### src/rtl/pergate_accum_late.sv
// Sums the per-gate round-polynomial contributions (points 0,1,2) over all gate provers, mod q.
// Define PERGATE_ACCUM_PARALLEL_EN for one adder per point; default build shares a single adder.
`ifndef F_NBITS
`define F_NBITS 61
`endif
`ifndef F_Q
`define F_Q ((64'd1 << 61) - 64'd1)
`endif

module field_adder #(
   parameter int             W = `F_NBITS,
   parameter logic [W-1:0]   Q = W'(`F_Q)
) (
   input  logic         clk,
   input  logic         rstb,
   input  logic         i_en,
   input  logic [W-1:0] i_a,
   input  logic [W-1:0] i_b,
   output logic         o_ready,
   output logic [W-1:0] o_sum
);
   logic [W:0]   w_raw;
   logic [W:0]   w_q_ext;
   logic [W-1:0] w_mod;
   logic         r_ready;
   logic [W-1:0] r_sum;

   assign w_q_ext = {1'b0, Q};
   assign w_raw   = {1'b0, i_a} + {1'b0, i_b};
   assign w_mod   = (w_raw >= w_q_ext) ? W'(w_raw - w_q_ext) : w_raw[W-1:0];

   // ready drops for the cycle after en, so a requester never sees a stale ready.
   always_ff @(posedge clk or negedge rstb) begin
      if (!rstb) begin
         r_ready <= 1'b1;
         r_sum   <= '0;
      end else if (i_en) begin
         r_ready <= 1'b0;
         r_sum   <= w_mod;
      end else begin
         r_ready <= 1'b1;
      end
   end

   assign o_ready = r_ready;
   assign o_sum   = r_sum;
endmodule

module pergate_accum_late_bad_ngates #(
   parameter int ngates = 1
) ();
   if (ngates < 1) begin : g_err
      $error("pergate_accum_late: ngates must be >= 1");
   end
endmodule

module pergate_accum_late #(
   parameter int ngates = 8
) (
   input  logic                                 clk,
   input  logic                                 rstb,
   input  logic                                 en,
   input  logic [ngates-1:0]                    gate_ready,
   input  logic [ngates-1:0][2:0][`F_NBITS-1:0] gate_in,
   output logic                                 ready,
   output logic                                 ready_pulse,
   output logic [2:0][`F_NBITS-1:0]             sum_out
);
   localparam int W      = `F_NBITS;
   localparam int ngbits = $clog2(ngates + 1);
   localparam logic [ngbits-1:0] LAST = ngbits'(ngates - 1);
`ifdef PERGATE_ACCUM_PARALLEL_EN
   localparam int NADD = 3;
`else
   localparam int NADD = 1;
`endif

   typedef enum logic [1:0] {ST_IDLE, ST_WAIT, ST_ADD, ST_DONE} state_t;

   if (ngates < 1) begin : g_bad
      pergate_accum_late_bad_ngates #(.ngates(ngates)) u_bad ();
   end

   state_t                  r_state;
   logic [2:0][W-1:0]       r_sum;
   logic [ngbits-1:0]       r_cnt;
`ifndef PERGATE_ACCUM_PARALLEL_EN
   logic [1:0]              r_pt;
`endif
   logic                    r_add_en;
   logic                    r_en_dly;
   logic                    r_ready_pulse;

   logic                    w_start;
   logic [2:0][W-1:0]       w_row;
   logic [NADD-1:0][W-1:0]  w_add_a;
   logic [NADD-1:0][W-1:0]  w_add_b;
   logic [NADD-1:0][W-1:0]  w_add_out;
   logic [NADD-1:0]         w_add_rdy;
   logic                    w_all_rdy;

   assign w_start   = en & ~r_en_dly;
   assign w_all_rdy = &w_add_rdy;

   always_comb begin
      w_row = '0;
      for (int g = 0; g < ngates; g++) begin
         if (r_cnt == ngbits'(g)) w_row = gate_in[g];
      end
   end

   for (genvar gi = 0; gi < NADD; gi++) begin : g_add
`ifdef PERGATE_ACCUM_PARALLEL_EN
      assign w_add_a[gi] = r_sum[gi];
      assign w_add_b[gi] = w_row[gi];
`else
      assign w_add_a[gi] = r_sum[r_pt];
      assign w_add_b[gi] = w_row[r_pt];
`endif
      field_adder #(.W(W)) u_add (
         .clk     (clk),
         .rstb    (rstb),
         .i_en    (r_add_en),
         .i_a     (w_add_a[gi]),
         .i_b     (w_add_b[gi]),
         .o_ready (w_add_rdy[gi]),
         .o_sum   (w_add_out[gi])
      );
   end

   always_ff @(posedge clk or negedge rstb) begin
      if (!rstb) begin
         r_state       <= ST_IDLE;
         r_sum         <= '0;
         r_cnt         <= '0;
`ifndef PERGATE_ACCUM_PARALLEL_EN
         r_pt          <= '0;
`endif
         r_add_en      <= 1'b0;
         r_en_dly      <= 1'b1;
         r_ready_pulse <= 1'b0;
      end else begin
         r_en_dly      <= en;
         r_ready_pulse <= 1'b0;
         case (r_state)
            ST_IDLE: if (w_start) r_state <= ST_WAIT;
            ST_WAIT: begin
               if (&gate_ready) begin
                  r_sum <= gate_in[0];
                  r_cnt <= ngbits'(1);
`ifndef PERGATE_ACCUM_PARALLEL_EN
                  r_pt  <= '0;
`endif
                  if (ngates == 1) begin
                     r_state <= ST_DONE;
                  end else begin
                     r_add_en <= 1'b1;
                     r_state  <= ST_ADD;
                  end
               end
            end
            ST_ADD: begin
               // The enable cycle is skipped so the adder's pre-enable ready is ignored.
               if (r_add_en) begin
                  r_add_en <= 1'b0;
               end else if (w_all_rdy) begin
`ifdef PERGATE_ACCUM_PARALLEL_EN
                  r_sum <= w_add_out;
                  r_cnt <= r_cnt + ngbits'(1);
                  if (r_cnt == LAST) r_state  <= ST_DONE;
                  else               r_add_en <= 1'b1;
`else
                  r_sum[r_pt] <= w_add_out[0];
                  if (r_pt == 2'd2) begin
                     r_pt  <= '0;
                     r_cnt <= r_cnt + ngbits'(1);
                     if (r_cnt == LAST) r_state  <= ST_DONE;
                     else               r_add_en <= 1'b1;
                  end else begin
                     r_pt     <= r_pt + 2'd1;
                     r_add_en <= 1'b1;
                  end
`endif
               end
            end
            ST_DONE: begin
               r_ready_pulse <= 1'b1;
               r_state       <= ST_IDLE;
            end
            default: r_state <= ST_IDLE;
         endcase
      end
   end

   assign ready       = (r_state == ST_IDLE) & ~w_start;
   assign ready_pulse = r_ready_pulse;
   assign sum_out     = r_sum;
endmodule
### config.mk
export PLATFORM = sky130hd
export DESIGN_NAME = pergate_accum_late
export DESIGN_NICKNAME = d
export VERILOG_FILES = /design/src/rtl/pergate_accum_late.sv
export SDC_FILE = /design/constraint.sdc
export NUM_CORES = 2
export LEC_CHECK = 0
export ABC_AREA = 1
export BUFFER_PORTS_ARGS = -buffer_cell sky130_fd_sc_hd__buf_2
export CAP_MARGIN = 40
export CELL_PAD_IN_SITES_DETAIL_PLACEMENT = 0
export CELL_PAD_IN_SITES_GLOBAL_PLACEMENT = 1
export CORE_AREA = 2 2 650 652
export CTS_CLUSTER_SIZE = 40
export DETAILED_ROUTE_END_ITERATION = 10
export DIE_AREA = 0 0 652 654
export PLACE_DENSITY = 0.39
export SYNTH_ARGS = -nofsm -noshare
export SYNTH_HDL_FRONTEND = slang
export SYNTH_SLANG_ARGS = --single-unit
export TNS_END_PERCENT = 100
### constraint.sdc
create_clock -name clk -period 11.9 [get_ports clk]
set_clock_uncertainty 0.05 [all_clocks]
set_input_delay 2.38 -clock clk [delete_from_list [all_inputs] [get_ports clk]]
set_output_delay 2.38 -clock clk [all_outputs]
set_load 0.005 [all_outputs]
==> results.yml <==
cts:
  cts-root-buf: "clkbuf_16"
  ctsHoldBuffers: 0
  postCtsSetupRepairBufs: 0
  postCtsResizedCells: 0
  clock_latency_ps: 650
  clk_path_buf_depth: 3
  clock_sinks: 256
  htreeDepth: 1
  cts_tree: "yes"
  cts-buffers-inserted: 28
  cts.clk_slew.worst_paths_ps: 80
cells_and_area:
  nets: 9002
  final_cell_area_um2: 50420
  nFillCells: 50330
  multi_input_area_um2: 23710
  area_growth_pct: 51.09
  drive_gt1_share_pct: 26.42
  regArea_um2: 6415
floorplan:
  die-area_um2: 426400
  num_rows: 238
  initial_core_util_pct: 7.960
  pin_count: 1660
  core_region_area_um2: 419300
  fp.dieH_um: 654
  die_w_um: 652
sta:
  fin_setup_tns_ps: 0
  max_freq_mhz: 111.5
  slew_viol_final: 0
  period_needed_ps: 8970
  slew_headroom_pct: 22.48
  rsz0062_at_grt: "no"
  whs_ps: 437.2
  tightest_slew_ps: 1163
  post-route-period-util_pct: 75.37
  setup_violations: 0
  hold_viol: 0
status:
  status: "finished clean"
min_path:
  min_path_type: "flip-flop to flip-flop"
  holdPathStages: 2
  min_to: "g_add[0].u_add.o_sum[59]"
  min_from: "g_add[0].u_add.o_sum[59]"
synthesis:
  synth_top_area_share_pct: 25.17
  yosysMostFrequentCell: "nand2_1"
  synthDistinctLibCells: 48
  synth-main-ff-cell: "dfrtp_1"
  syn_nets: 7543
  synth-seq-cells: 256
  yosys_warnings: 0
  netlist_top_cells_count: "2238 x nand2_1, 603 x nor2_1, 450 x inv_1, 422 x o21ai_0, 402 x nand3_1"
  syn_area_um2: 33370
  synth.largest_area_cell: "nand2_1"
  syn_inst: 5996
  avgSynthCellArea_um2: 5.566
  synth-seq-area-share_pct: 19.20
  async_flop_share_pct: 100.0
  synth.area.top_cells: "nand2_1 25%, dfrtp_1 19%, nor2_1 6.8%, o21ai_0 6.3%, nand3_1 6.0%"
  synth_edf_count: 0
setup_path:
  reg2reg_setup_slack_ps: 2930
  crit_arrival_ps: 9510
  cp.required_ps: 12440
  regToRegStartpoint: "r_cnt[1]"
  crit_start: "r_cnt[1]"
  r2r_end: "g_add[0].u_add.o_sum[22]"
  start_kind: "flip-flop"
  worst_path_largest_cell_delay_ps: 800
  crit_fanout: 60
  path_common_cell: "nand2_1"
  reg2reg_depth: 33
  critical_path_class: "flip-flop to flip-flop"
  slowest_stage: "o2111ai_1"
  endpoint_kind: "flip-flop"
routing:
  wl_um: 491500
  drt-initial-drc-count: 6077
  wl_per_cell_um: 37.19
  via_per_inst: 4.030
  vias: 53260
  drt_pass1_iterations: 6
  final_antenna_net_count: 0
  drc: 0
global_route:
  grt_use_total_pct: 21.89
  overflow: 0
  antenna_found_initial: 386
  grt_pass1_vias: 51020
  grt_max_degree: 122
  grt_pass1_wl_um: 598900
power:
  p_total_mw: 6.203
  peakVddDrop_mv: 0.1326
  pwr_density_cell_nw_per_um2: 123.0
  p_leak_nw: 22.78
place:
  portBuffers: 1659
  gp_congestion: 1.005
  hpwl_um: 428500
  placed_area_um2: 48760
job:
  maxCapViolCount: 0
==> where the power goes <==
part | total [mW] | leakage, nW | switching, mW | internal (mW)
logic | 3.36 | 19.2 | 2.36 | 1.00
registers | 1.72 | 3.01 | 0.433 | 1.28
clock network | 1.13 | 0.534 | 0.487 | 0.643
total | 6.20 | 22.8 | 3.28 | 2.93
==> state kept, by name, summed over array words and instances (netlist names) <==
name / cells
r_pt: 2
r_state: 2
g_add.u_add.o_ready: 1
ready_pulse: 1
r_en_dly: 1
r_cnt: 4
r_add_en: 1
sum_out: 183
g_add.u_add.o_sum: 61
==> how the worst max path moves through the flow <==
stage	to	slack, ps	cells after the start
final	g_add[0].u_add.o_sum[22]	2930	33
after global routing	g_add[0].u_add.o_sum[35]	2670	33
after CTS	g_add[0].u_add.o_sum[35]	2810	33
after detailed placement	g_add[0].u_add.o_sum[22]	2290	28
after global placement	g_add[0].u_add.o_sum[43]	2220	27
after floorplan	g_add[0].u_add.o_sum[53]	5860	32
==> cell families after synthesis <==
logic type | count (synthesis) | share of synthesized area (%)
mux | 1 | 0.03374
flops | 256 | 19.20
buf+inv | 882 | 10.12
compound gates | 1404 | 27.07
simple gates | 3352 | 40.10
xor+xnor | 29 | 0.7611
fa+ha+maj | 72 | 2.722
==> per-stage QoR <==
stage	setup slack [ps]	std cells	util, %
floorplan	5865	5996	-
global placement	2219	12860	11.48
detailed placement	2294	12940	11.63
CTS	2808	12990	11.89
global route	2671	13150	11.99
finish	2930	13220	12.03
==> critical path, delay by kind of cell, from the launching register on <==
kind	cells	cell delay, ps
simple gates	21	3790
flops	1	410
fa+ha+maj	2	500
compound gates	4	1840
buf+inv	6	2120
==> layer usage <==
layer	vias to the layer above	wire, um	GRT usage (%)
li1	23270	-	-
met5	-	732	0
met3	705	41950	6.473
met1	26400	214600	28.52
met2	2771	215000	34.10
met4	114	19260	7.639
==> cell usage in the layout (no fill, tap or decap), types with 106 or more instances in the layout <==
master	instances
nand2_1	2236
buf_2	1680
nor2_1	595
inv_1	442
o21ai_0	419
nand3_1	401
dfrtp_1	251
a21oi_1	221
diode_2	219
o211ai_1	212
buf_4	140
a31oi_1	107
a211oi_1	106
==> layout make-up <==
class / instances / area share (%)
diodes: 219 / 1.087
inverters: 466 / 3.571
clock buffers: 41 / 1.747
clock inverters: 10 / 0.4194
multi-input cells: 4858 / 47.01
repair buffers: 1845 / 19.74
flip-flops and latches: 256 / 12.72
well taps: 5520 / 13.70
Note: power is estimated with default switching activity, not from simulation.
